## src/rtl/vga_pkg.sv

```systemverilog
// Shared raster timing constants and helpers for the VGA sync generator and the
// renderers that consume its x/y coordinates.
package vga_pkg;

    localparam int unsigned COORD_W   = 10;
    localparam int unsigned MAX_TOTAL = 1 << COORD_W;

    localparam int unsigned DEF_CLK_DIV  = 2;
    localparam int unsigned DEF_H_ACTIVE = 640;
    localparam int unsigned DEF_H_FP     = 16;
    localparam int unsigned DEF_H_SYNC   = 96;
    localparam int unsigned DEF_H_BP     = 48;
    localparam int unsigned DEF_V_ACTIVE = 480;
    localparam int unsigned DEF_V_FP     = 10;
    localparam int unsigned DEF_V_SYNC   = 2;
    localparam int unsigned DEF_V_BP     = 33;
    localparam bit          DEF_SYNC_POL = 1'b0;

    typedef logic [COORD_W-1:0] coord_t;

    typedef struct packed {
        logic hsync;
        logic vsync;
        logic video_on;
    } sync_t;

    function automatic int unsigned h_total(input int unsigned active, input int unsigned fp,
                                            input int unsigned sync, input int unsigned bp);
        return active + fp + sync + bp;
    endfunction

    function automatic int unsigned v_total(input int unsigned active, input int unsigned fp,
                                            input int unsigned sync, input int unsigned bp);
        return active + fp + sync + bp;
    endfunction

    // True when v lies in [lo, lo+len-1].
    function automatic logic in_window(input coord_t v, input int unsigned lo,
                                       input int unsigned len);
        return (32'(v) >= lo) && (32'(v) < lo + len);
    endfunction

endpackage

```

## src/rtl/vga_sync_if.sv

```systemverilog
// Raster interface between the sync generator (master) and the renderers (slave).
interface vga_sync_if;
    import vga_pkg::*;

    logic   en;
    coord_t x;
    coord_t y;
    logic   hsync;
    logic   vsync;
    logic   video_on;
    logic   pixel_tick;
    logic   frame_tick;

    modport master (
        input  en,
        output x, y, hsync, vsync, video_on, pixel_tick, frame_tick
    );

    modport slave (
        output en,
        input  x, y, hsync, vsync, video_on, pixel_tick, frame_tick
    );

endinterface

```

## src/rtl/pix_div.sv

```systemverilog
// Clock-enable divider: div counts 0..CLK_DIV-1 while enabled, pixel_tick marks
// the last system clock of each pixel period.
module pix_div #(
    parameter int unsigned CLK_DIV = 2
) (
    input  logic clk,
    input  logic reset,
    input  logic en,
    output logic pixel_tick
);

    localparam int unsigned DIV_W = (CLK_DIV > 1) ? $clog2(CLK_DIV) : 1;

    logic [DIV_W-1:0] div;
    logic             last;

    assign last = (div == DIV_W'(CLK_DIV - 1));

    // Gated by reset so no tick is seen while the block is held in reset.
    assign pixel_tick = en & reset & last;

    always_ff @(posedge clk or negedge reset) begin
        if (!reset) begin
            div <= '0;
        end else if (en) begin
            div <= last ? '0 : div + DIV_W'(1);
        end
    end

endmodule

```

## src/rtl/vga_sync.sv

```systemverilog
// VGA pixel-timing generator: x/y raster counters, sync decode and per-frame strobes,
// with sync/video_on registered from next-state coordinates for zero skew to x/y.
module vga_sync
    import vga_pkg::*;
#(
    parameter int unsigned CLK_DIV  = DEF_CLK_DIV,
    parameter int unsigned H_ACTIVE = DEF_H_ACTIVE,
    parameter int unsigned H_FP     = DEF_H_FP,
    parameter int unsigned H_SYNC   = DEF_H_SYNC,
    parameter int unsigned H_BP     = DEF_H_BP,
    parameter int unsigned V_ACTIVE = DEF_V_ACTIVE,
    parameter int unsigned V_FP     = DEF_V_FP,
    parameter int unsigned V_SYNC   = DEF_V_SYNC,
    parameter int unsigned V_BP     = DEF_V_BP,
    parameter bit          SYNC_POL = DEF_SYNC_POL
) (
    input  logic        clk,
    input  logic        reset,
    vga_sync_if.master  bus
);

    localparam int unsigned H_TOTAL  = h_total(H_ACTIVE, H_FP, H_SYNC, H_BP);
    localparam int unsigned V_TOTAL  = v_total(V_ACTIVE, V_FP, V_SYNC, V_BP);
    localparam int unsigned HS_START = H_ACTIVE + H_FP;
    localparam int unsigned VS_START = V_ACTIVE + V_FP;

    if (H_TOTAL > MAX_TOTAL || V_TOTAL > MAX_TOTAL) begin : g_bad_total
        $error("vga_sync: raster total exceeds coordinate range");
    end
    if (CLK_DIV < 1 || CLK_DIV > 16) begin : g_bad_div
        $error("vga_sync: CLK_DIV out of range 1..16");
    end

    logic   tick;
    coord_t x_q;
    coord_t y_q;
    coord_t x_nxt;
    coord_t y_nxt;
    logic   x_last;
    logic   y_last;
    sync_t  sync_q;
    sync_t  sync_nxt;

    pix_div #(
        .CLK_DIV (CLK_DIV)
    ) u_pix_div (
        .clk        (clk),
        .reset      (reset),
        .en         (bus.en),
        .pixel_tick (tick)
    );

    assign x_last = (x_q == COORD_W'(H_TOTAL - 1));
    assign y_last = (y_q == COORD_W'(V_TOTAL - 1));

    // Next raster position; y only moves when x wraps.
    always_comb begin
        x_nxt = x_q;
        y_nxt = y_q;
        if (tick) begin
            if (x_last) begin
                x_nxt = '0;
                y_nxt = y_last ? '0 : y_q + COORD_W'(1);
            end else begin
                x_nxt = x_q + COORD_W'(1);
            end
        end
    end

    // Decode from the next position so the registered flags line up with x/y.
    always_comb begin
        sync_nxt          = '0;
        sync_nxt.hsync    = in_window(x_nxt, HS_START, H_SYNC) ? SYNC_POL : ~SYNC_POL;
        sync_nxt.vsync    = in_window(y_nxt, VS_START, V_SYNC) ? SYNC_POL : ~SYNC_POL;
        sync_nxt.video_on = (32'(x_nxt) < H_ACTIVE) && (32'(y_nxt) < V_ACTIVE);
    end

    always_ff @(posedge clk or negedge reset) begin
        if (!reset) begin
            x_q             <= '0;
            y_q             <= '0;
            sync_q.hsync    <= ~SYNC_POL;
            sync_q.vsync    <= ~SYNC_POL;
            sync_q.video_on <= 1'b1;
        end else begin
            x_q    <= x_nxt;
            y_q    <= y_nxt;
            sync_q <= sync_nxt;
        end
    end

    assign bus.x          = x_q;
    assign bus.y          = y_q;
    assign bus.hsync      = sync_q.hsync;
    assign bus.vsync      = sync_q.vsync;
    assign bus.video_on   = sync_q.video_on;
    assign bus.pixel_tick = tick;
    assign bus.frame_tick = tick & x_last & y_last;

endmodule

```

## src/flat_wrapper.sv

```systemverilog
// flat-port wrapper written by rule: the top's interface ports become plain ports
module vga_sync_flat import vga_pkg::*;
#(
    parameter int unsigned CLK_DIV  = DEF_CLK_DIV,
    parameter int unsigned H_ACTIVE = DEF_H_ACTIVE,
    parameter int unsigned H_FP     = DEF_H_FP,
    parameter int unsigned H_SYNC   = DEF_H_SYNC,
    parameter int unsigned H_BP     = DEF_H_BP,
    parameter int unsigned V_ACTIVE = DEF_V_ACTIVE,
    parameter int unsigned V_FP     = DEF_V_FP,
    parameter int unsigned V_SYNC   = DEF_V_SYNC,
    parameter int unsigned V_BP     = DEF_V_BP,
    parameter bit          SYNC_POL = DEF_SYNC_POL
)
  (clk, reset, bus_en, bus_x, bus_y, bus_hsync, bus_vsync, bus_video_on, bus_pixel_tick, bus_frame_tick);
  vga_sync_if bus_i ();
  input  logic clk;
  input  logic reset;
  input wire logic [$bits(bus_i.en)-1:0] bus_en;
  output wire logic [$bits(bus_i.x)-1:0] bus_x;
  output wire logic [$bits(bus_i.y)-1:0] bus_y;
  output wire logic [$bits(bus_i.hsync)-1:0] bus_hsync;
  output wire logic [$bits(bus_i.vsync)-1:0] bus_vsync;
  output wire logic [$bits(bus_i.video_on)-1:0] bus_video_on;
  output wire logic [$bits(bus_i.pixel_tick)-1:0] bus_pixel_tick;
  output wire logic [$bits(bus_i.frame_tick)-1:0] bus_frame_tick;
  assign bus_i.en = bus_en;
  assign bus_x = bus_i.x;
  assign bus_y = bus_i.y;
  assign bus_hsync = bus_i.hsync;
  assign bus_vsync = bus_i.vsync;
  assign bus_video_on = bus_i.video_on;
  assign bus_pixel_tick = bus_i.pixel_tick;
  assign bus_frame_tick = bus_i.frame_tick;
  vga_sync #(.CLK_DIV(CLK_DIV), .H_ACTIVE(H_ACTIVE), .H_FP(H_FP), .H_SYNC(H_SYNC), .H_BP(H_BP), .V_ACTIVE(V_ACTIVE), .V_FP(V_FP), .V_SYNC(V_SYNC), .V_BP(V_BP), .SYNC_POL(SYNC_POL)) u_core (.clk(clk), .reset(reset), .bus(bus_i));
endmodule
```

## config.mk

```make
export PLATFORM = sky130hd
export DESIGN_NAME = vga_sync_flat
export DESIGN_NICKNAME = d
export VERILOG_FILES = /design/src/rtl/vga_pkg.sv /design/src/rtl/vga_sync_if.sv /design/src/rtl/pix_div.sv /design/src/rtl/vga_sync.sv /design/src/flat_wrapper.sv
export SDC_FILE = /design/constraint.sdc
export NUM_CORES = 1
export LEC_CHECK = 0
export ABC_AREA = 1
export CAP_MARGIN = 20
export CELL_PAD_IN_SITES_DETAIL_PLACEMENT = 0
export CELL_PAD_IN_SITES_GLOBAL_PLACEMENT = 1
export CORE_MARGIN = 2
export CORE_UTILIZATION = 40
export CTS_CLUSTER_SIZE = 16
export DETAILED_ROUTE_END_ITERATION = 10
export HOLD_SLACK_MARGIN = 0.08
export PLACE_DENSITY_LB_ADDON = 0.1
export SLEW_MARGIN = 30
export SYNTH_ARGS = -nofsm -noshare
export SYNTH_HDL_FRONTEND = slang
export SYNTH_SLANG_ARGS = --single-unit
```

## constraint.sdc

```tcl
create_clock -name clk -period 3.7 [get_ports clk]
set_input_delay 0.925 -clock clk [delete_from_list [all_inputs] [get_ports clk]]
set_output_delay 0.925 -clock clk [all_outputs]
set_load 0.02 [all_outputs]
```

* Word level (Yosys, flattened, before mapping)
Index checks and enable logic that the tools add are counted.
Cells by class: add/subtract/negate cells 3, mux-type cells 8, bitwise logic cells 4, magnitude comparators 6, eq/ne operators 2, reduce and logical (&&, ||, !) cells 3
Operator list (count):
- $mux 10 | 5
- $add 10x1->10 const B | 2
- $eq 10x10->1 const B | 2
- $lt 10x10->1 const B | 2
- $lt 10x9->1 const B | 2
- $ge 10x10->1 const B | 1
- $ge 10x9->1 const B | 1
- $and 1x1->1 | 4
- $logic_and 1x1->1 | 3
- $mux 1 | 3
- $add 1x1->1 const B | 1
Storage, ports and cells: word-level logic and storage cells 32, input bits 3, bits in registers 24, output and inout port bits 25

* Logic depth before layout (Yosys ltp)
Gate-level depths: netlist of run 1.
depth after elaboration 7, gate-level depth with buffers 14, depth with buffers taken out 14

* Modules after synthesis
From an unflattened synthesis of run 1, not the netlist that was laid out.
Unflattened totals: cell total of the unflattened synthesis 209, area total of the unflattened synthesis 1526.5 um2
Modules (own cells, without submodules):
- vga_sync | area an instance 1475.2 um2, instances 1, sequential area each 579.3 um2, cells each 201
- pix_div | area an instance 51.3 um2, instances 1, sequential area each 25.0 um2, cells each 8

* Worst setup path after synthesis of run 1
No wires, ideal clock.
path type input-to-output, from input port reset, to output port bus_frame_tick, stages on the path 5, data required time 2775 ps, setup slack 1234 ps, arrival 1541 ps, path buffers 1, cell sequence nand3_1 buf_6 nor2_8 nand2_1 inv_1
On the way: word-level cells in the longest chain between the ends 4
RTL lines:
- start: declaration | RTL line flat_wrapper.sv:18 | input logic reset;
- $and 1x1->1 (2 in series) | RTL line pix_div.sv:20 | assign pixel_tick = en & reset & last;
- $and 1x1->1 (2 in series) | RTL line vga_sync.sv:98 | assign bus.frame_tick = tick & x_last & y_last;
- end: declaration | RTL line flat_wrapper.sv:26 | output wire logic [$bits(bus_i.frame_tick)-1:0] bus_frame_tick;
Every way passes these cells.

* Worst setup path in the final report of run 1
Ends and elaborated chain as after synthesis.

==> metrics.txt, run 1 <==
Post-route DRC=0; final count of negative-setup-slack endpoints=0; CTS tree=built; Critical Path Start=reset; Arr. time, crit path=2620 ps; Power Density=338 mW/mm^2; initial core utilization=0.414; count leader, synth=nand2_1; hold path endpoint=u_core.u_pix_div.div; busiest grt layer=met2; GR Util met1=0.224; Die H=65.5 um; Worst Path Required=2770 ps; clk slew on worst S/H paths=90 ps; DRT Pass-1 Iters=4; ratio of cells with drive above 1 in the final layout=0.124; Diodes inserted=0; hold_sp=u_core.u_pix_div.div; pins over their slew limit=0; r2r setup slk=1780 ps; Antenna Nets Post-Route=0; met2 GRT Util=0.310; Post-CTS Setup Inserts=0; Placer Congestion=0.836; # Max-Cap Violations=0; core area=0.00366 mm^2; Post-Syn Area per Cell=7.50 um^2; Tcrit/Tclk final=0.959; row cnt=22; post-route cell area=0.00189 mm^2; FF-to-FF Start=u_core.u_pix_div.div; Synth cell types=31; worst vdd ir=0.167 mV; total gr overflow=0; Placement Cell Area=0.00184 mm^2; initial antenna violation count=0; kind of end point of the critical path=primary output; total chip power=0.000639 W; post-synthesis register bit count=24; skew final=9.30 ps; cell taking the most area after synthesis=dfrtp_1; vias per cell=4.79; final hold vios=0; Die Wd=65.5 um; RSZ-0062 raised after global routing=false; WS Path Type=input port to primary output; clk root buf=clkbuf_8; 1st-iter DRT viols=52; Least-Margin Pin Slew=316 ps; top-area cell type share of the netlist area=0.347; Area contributors post-synth=dfrtp_1 35%, nand2_1 15%, inv_1 7.4%; CTS Hold Bufs=0; Post-synth ARST share=1.00; Num CTS Buffers=3; I/O Pins=28; Commonest cells post-synth=59 x nand2_1, 30 x inv_1, 24 x nor2_1; CTS Buffer Depth=2; status=completed; Post-synth EDFFs=0; largest net degree at the start of global routing=25; worst skew pair latency=270 ps; Main synth FF type=dfrtp_1; CTS resizes=0; critical-path maximum fanout=7; Synth-to-Final Area Change=24.7%; worst-case reg-to-reg path depth=11; Final min period=3550 ps; number of global-route vias before repair=1,313; HPWL Detailed=2570 um; Routed Wire Length=3290 um; H-tree depth=1; RR Endpoint=u_core.bus.vsync; DR vias=1,345; yosys warns=0; wire per inst=11.7 um; Pleak=0.990 nW; f_max=0.282 GHz; Sink Count=24; Synth Net Count=208; overall routing resource usage=0.179; met3 Resource Use GR=0.0274; hold depth=1; setup TNS=0 ps; Post-Synthesis Cells=202; first-pass GRT wire length=5900 um; Startpoint Class=input port; Rel. slew slack=0.790; sequential area share after synthesis=0.399; mapped cell area=0.00152 mm^2; # nets final=240; Port Buffers=27; min-delay worst type=register to register; die area=0.00430 mm^2
==> worst max-delay path by stage <==
stage	endpoint	slack, ps	depth (start not counted)
2_1_floorplan	bus_frame_tick	1230	5
3_3_place_gp	bus_frame_tick	170	6
3_5_place_dp	bus_frame_tick	170	6
4_1_cts	bus_frame_tick	140	6
5_1_grt	bus_frame_tick	30	6
6_report	bus_frame_tick	150	6
==> layout by cell type (no fill, tap or decap), drive strengths merged <==
master         netlist  final
nand3               20     20
nor2                30     30
ha                   3      3
clkbuf               0      4
o21ai                7      7
o211ai               1      1
a21oi                2      2
xnor2                2      2
buf                  3      3
dfstp                3      3
nand4                5      5
nor3                 3      3
o21bai               2      2
xor2                 2      2
clkdlybuf4s50        0     27
mux2i                1      1
inv                 33     33
dfrtp               21     21
nand2               64     64
==> registers in the layout, summed over array words and instances (netlist names) <==
signal / cells
u_core.bus.vsync: 1
u_core.bus.y: 10
u_core.bus.hsync: 1
u_core.bus.x: 10
u_core.u_pix_div.div: 1
u_core.bus.video_on: 1
==> power by group <==
| part | switching [W] | internal, W |
|---|---|---|
| Combinational | 0.0000839 | 0.0000685 |
| Clock | 0.0000844 | 0.0000771 |
| Sequential | 0.0000362 | 0.000289 |
==> area by class of cell <==
| type | instances | area [um^2] |
|---|---|---|
| Inverter | 33 | 124 |
| Fill cell | 360 | 1770 |
| Timing Repair Buffer | 30 | 293 |
| Clock buffer | 4 | 45.0 |
| Tap cell | 48 | 60.1 |
| Sequential cell | 24 | 604 |
| Multi-Input combinational cell | 142 | 763 |
==> per-stage QoR <==
stage	utilization	std cells	worst slack, ps	hold slack [ps]
final	0.516	281	153	468
after floorplan	-	202	1230	441
after CTS	0.516	281	145	475
after global placement	0.504	277	175	456
after detailed placement	0.504	277	168	464
after global routing	0.516	281	31.5	497
==> worst max-delay path, stage by stage <==
cell and delay (ps):
clkdlybuf4s50_1 500, nand3_1 210, nor2_8 210, nand2_1 80, inv_1 80, clkdlybuf4s50_1 600
==> logic make-up after synthesis <==
kind of cell	after synthesis	synth area share
buffers and inverters	36	0.0974
AOI/OAI and AO/OA	12	0.0471
xor gates and xnor gates	4	0.0281
muxes	1	0.00661
and+or+nand+nor	122	0.397
adders and majority gates	3	0.0248
DFF	24	0.399
==> metal layers <==
metal | share of wire | wire length (um)
met5 | 0 | 0
met4 | 0.022 | 73
met3 | 0.034 | 111
met1 | 0.46 | 1520
met2 | 0.48 | 1590
Note: power is estimated with default switching activity, not from simulation.
==> inputs of run 2 (changes only) <==
--- a/config.mk
+++ b/config.mk
@@ -10,9 +10,10 @@
 export CELL_PAD_IN_SITES_DETAIL_PLACEMENT = 0
 export CELL_PAD_IN_SITES_GLOBAL_PLACEMENT = 1
 export CORE_MARGIN = 2
-export CORE_UTILIZATION = 40
+export CORE_UTILIZATION = 48
 export CTS_CLUSTER_SIZE = 16
 export DETAILED_ROUTE_END_ITERATION = 10
+export DONT_BUFFER_PORTS = 1
 export HOLD_SLACK_MARGIN = 0.08
 export PLACE_DENSITY_LB_ADDON = 0.1
 export SLEW_MARGIN = 30
==> metrics.txt, run 2 (synthesized netlist as in run 1, its figures left out) <==
Tcrit/Tclk final=0.785; Startpoint Class=register; DR vias=1,244; Worst Path Required=2770 ps; Final min period=2900 ps; row cnt=20; Die Wd=60.2 um; DRT Pass-1 Iters=4; Diodes inserted=0; Placer Congestion=0.865; # nets final=212; initial antenna violation count=0; Sink Count=24; CTS resizes=0; vias per cell=5.00; CTS Buffer Depth=2; met3 Resource Use GR=0.0390; Post-route DRC=0; RSZ-0062 raised after global routing=false; 1st-iter DRT viols=72; post-route cell area=0.00160 mm^2; clk slew on worst S/H paths=130 ps; Least-Margin Pin Slew=440 ps; Port Buffers=0; DP Cell Count=245; critical-path maximum fanout=7; I/O Pins=28; worst skew pair latency=310 ps; setup TNS=0 ps; kind of end point of the critical path=primary output; # Max-Cap Violations=0; Worst Slack Setup Final=795 ps; skew final=1.58 ps; GR Util met1=0.237; overall routing resource usage=0.198; Placement Cell Area=0.00156 mm^2; final hold vios=0; final count of negative-setup-slack endpoints=0; die area=0.00362 mm^2; Num CTS Buffers=3; total gr overflow=0; ratio of cells with drive above 1 in the final layout=0.141; clk root buf=clkbuf_4; Rel. slew slack=0.706; core area=0.00303 mm^2; status=completed; Die H=60.2 um; worst vdd ir=0.166 mV; Antenna Nets Post-Route=0; first-pass GRT wire length=5330 um; wire per inst=12.7 um; largest net degree at the start of global routing=26; most common cell after layout, fill and taps aside=nand2_1; WS Path Type=register to primary output; Place WS=1140 ps; min-delay worst type=input port to async pin; number of global-route vias before repair=1,205; Final Non-Filler Cells=249; H-tree depth=1; Routed Wire Length=3150 um; initial core utilization=0.500; met2 GRT Util=0.349; Synth-to-Final Area Change=5.45%; CTS Hold Bufs=0; Arr. time, crit path=1980 ps; HPWL Detailed=2480 um; Power Density=354 mW/mm^2; f_max=0.344 GHz; pins over their slew limit=0; most frequent cells in the layout=59 x nand2_1, 30 x inv_1, 24 x nor2_1; filler instances=298; CTS tree=built; Pleak=0.881 nW; Post-CTS Setup Inserts=0; busiest grt layer=met2
==> run 2: cell type report <==
type	count	area [um^2]	share of cell area
Multi-Input combinational cell	142	763	0.478
Sequential cell	24	604	0.378
Inverter	33	124	0.0775
Tap cell	44	55.1	0.0345
Clock buffer	4	36.3	0.0227
Timing Repair Buffer	2	15.0	0.00940
==> run 2: critical path: stages, from the launching register on <==
cell and delay, ps:
dfrtp_1 580, ha_1 280, nand2_4 90, nor2_8 170, nand2_4 120, nor2_8 150
nand2_1 90, inv_1 180
==> run 2: worst paths after layout <==
check | to | slack [ps] | cells after the start | from
min reg2reg | u_core.u_pix_div.div | 490 | 1 | u_core.u_pix_div.div
min in group clk | u_core.u_pix_div.div | 490 | 1 | u_core.u_pix_div.div
max in group asynchronous | u_core.bus.vsync | 3240 | 0 | reset
max | bus_frame_tick | 800 | 7 | u_core.bus.x[0]
min | u_core.bus.x[2] | 280 | 0 | reset
max reg2reg | u_core.bus.vsync | 1730 | 10 | u_core.bus.x[0]
==> run 2: power by group <==
| group | internal (W) | switching, W |
|---|---|---|
| Sequential | 0.000288 | 0.0000656 |
| Clock | 0.0000601 | 0.0000778 |
| Combinational | 0.0000289 | 0.0000451 |
| Total | 0.000377 | 0.000188 |
==> run 2: layer usage <==
metal | up-vias | routed length, um
li1 | 633 | -
met1 | 579 | 1370
met3 | 6 | 129
met2 | 26 | 1610
met5 | - | 0
met4 | 0 | 45
==> run 2: through the flow <==
stage          utilization  total power, W  hold WS (ps)
2_1_floorplan            -        0.000414           441
3_3_place_gp         0.516        0.000430           454
3_5_place_dp         0.516        0.000433           471
4_1_cts              0.528        0.000572           273
5_1_grt              0.528        0.000606           236
6_report             0.528        0.000566           283
==> inputs of run 3 (changes only) <==
--- a/config.mk
+++ b/config.mk
@@ -10,7 +10,7 @@
 export CELL_PAD_IN_SITES_DETAIL_PLACEMENT = 0
 export CELL_PAD_IN_SITES_GLOBAL_PLACEMENT = 1
 export CORE_MARGIN = 2
-export CORE_UTILIZATION = 48
+export CORE_UTILIZATION = 40
 export CTS_CLUSTER_SIZE = 16
 export DETAILED_ROUTE_END_ITERATION = 10
 export DONT_BUFFER_PORTS = 1
==> constraint.sdc (replaced) <==
create_clock -name clk -period 2.65 [get_ports clk]
set_input_delay 0.6625 -clock clk [delete_from_list [all_inputs] [get_ports clk]]
set_output_delay 0.6625 -clock clk [all_outputs]
set_load 0.02 [all_outputs]
==> metrics.txt, run 3 (synthesized netlist as in run 1, its figures left out) <==
core area=0.00366 mm^2; crit path buf inv count=1; Final Non-Filler Cells=258; filler instances=371; row cnt=22; final count of negative-setup-slack endpoints=0; Placer Congestion=0.845; DR vias=1,277; Diodes inserted=0; pins over their slew limit=0; final hold vios=0; I/O Pins=28; status=completed; most frequent cells in the layout=59 x nand2_1, 30 x inv_1, 24 x nor2_1; skew final=3.32 ps; internal power=0.000591 W; Num CTS Buffers=3; Rel. slew slack=0.668; RSZ-0062 raised after global routing=false; Startpoint Class=register; ratio of cells with drive above 1 in the final layout=0.167; sequential power share=0.543; f_max=0.412 GHz; vias per cell=4.95; number of global-route vias before repair=1,295; initial antenna violation count=0; Slowest cell on crit path=dfrtp_2; CTS tree=built; kind of end point of the critical path=primary output; hold slack=225 ps; Final min period=2430 ps; largest net degree at the start of global routing=22; total gr overflow=0; Arr. time, crit path=1760 ps; first-pass GRT wire length=6050 um; 1st-iter DRT viols=40; min-delay worst type=input port to async pin; CTS Buffer Depth=2; overall routing resource usage=0.187; initial core utilization=0.414; Post-route DRC=0; clk root buf=clkbuf_8; WS Path Type=register to primary output; max incr delay on CP=460 ps; Pleak=0.911 nW; crit-path leading delay family=simple AND/OR/NAND/NOR gates; power share of the clock group=0.289; Place WS=424 ps; Routed Wire Length=3540 um; Port Buffers=0; Layout Utilization=0.453; Tcrit/Tclk final=0.915; switching power=0.000285 W; wire per inst=13.7 um; Worst Slack Setup Final=225 ps; Logic pwr share=0.168; setup TNS=0 ps; sw frac=0.325; Die Wd=65.5 um; Antenna Nets Post-Route=0; Power Density=528 mW/mm^2; # nets final=217; die area=0.00430 mm^2; DP Cell Count=253; Least-Margin Pin Slew=498 ps; critical-path maximum fanout=7; Post-CTS Setup Inserts=0; worst skew pair latency=270 ps; Sink Count=24; DRT Pass-1 Iters=4; H-tree depth=1; Die H=65.5 um; crit-path cells=ha_1 > nand2_4 > nor2_8 > nand2_4 > nor2_8 > nand2_1 > inv_1; register area=606 um^2; worst vdd ir=0.230 mV; clk slew on worst S/H paths=90 ps; HPWL Detailed=2720 um; # Max-Cap Violations=0; most common cell after layout, fill and taps aside=nand2_1; multi-input logic area=763 um^2; Synth-to-Final Area Change=9.41%; Worst Path Required=1990 ps
## run 3: final cells by class
cell class / instances / share of cell area
Multi-Input combinational cell: 142 / 0.460
Sequential cell: 24 / 0.365
Inverter: 33 / 0.0747
Tap cell: 48 / 0.0362
Clock buffer: 4 / 0.0332
Timing Repair Buffer: 7 / 0.0302
## run 3: final timing paths
kind | depth (start not counted) | start | slack, ps | end
setup reg to reg | 12 | u_core.bus.y[1] | 770 | u_core.bus.vsync
hold reg to reg | 1 | u_core.u_pix_div.div | 470 | u_core.u_pix_div.div
min in group clk | 1 | bus_en | 470 | u_core.u_pix_div.div
setup / recovery | 7 | u_core.bus.x[1] | 220 | bus_frame_tick
hold / removal | 0 | reset | 230 | u_core.bus.vsync
max in group asynchronous | 1 | reset | 1940 | u_core.bus.x[1]
## run 3: per-layer routing
layer | share of wire | routed length [um] | global-route usage | up-vias
met5 | 0 | 0 | 0 | -
met4 | 0.0096 | 34 | 0.0677 | 0
met3 | 0.056 | 197 | 0.0411 | 4
met2 | 0.51 | 1810 | 0.334 | 32
li1 | - | - | - | 641
met1 | 0.42 | 1500 | 0.219 | 600
## run 3: worst register-to-register path: stages (launching register included)
cell     delay [ps]
dfrtp_1         540
ha_1            260
nand2_1         100
nor2_1          140
nand2_1          70
nand2_1          50
nand2_1          50
nand2_1          50
nand2_1          40
mux2i_1         200
nand2_1          70
nor2_1          160
nand2_1          70
## run 3: repair_timing
action | 4_1_cts | 5_1_grt
setup endpoints to repair | 0 | 1
endpoints found under the hold margin | 21 | 0
hold buffers | 1 | 0
gates resized for setup | 0 | 1
## run 3: power by group through the flow
stage	logic [W]	clock network, W	registers [W]
floorplan	0.0000900	0	0.000489
global placement	0.000146	0	0.000480
detailed placement	0.000142	0	0.000482
CTS	0.000151	0.000262	0.000475
global route	0.000167	0.000275	0.000483
finish	0.000147	0.000253	0.000475
## run 3: through the flow
| stage | area (um^2) | total power, W |
|---|---|---|
| global route | 1660 | 0.000925 |
| finish | 1660 | 0.000875 |
| CTS | 1660 | 0.000887 |
| global placement | 1600 | 0.000627 |
| detailed placement | 1600 | 0.000624 |
| floorplan | 1520 | 0.000579 |
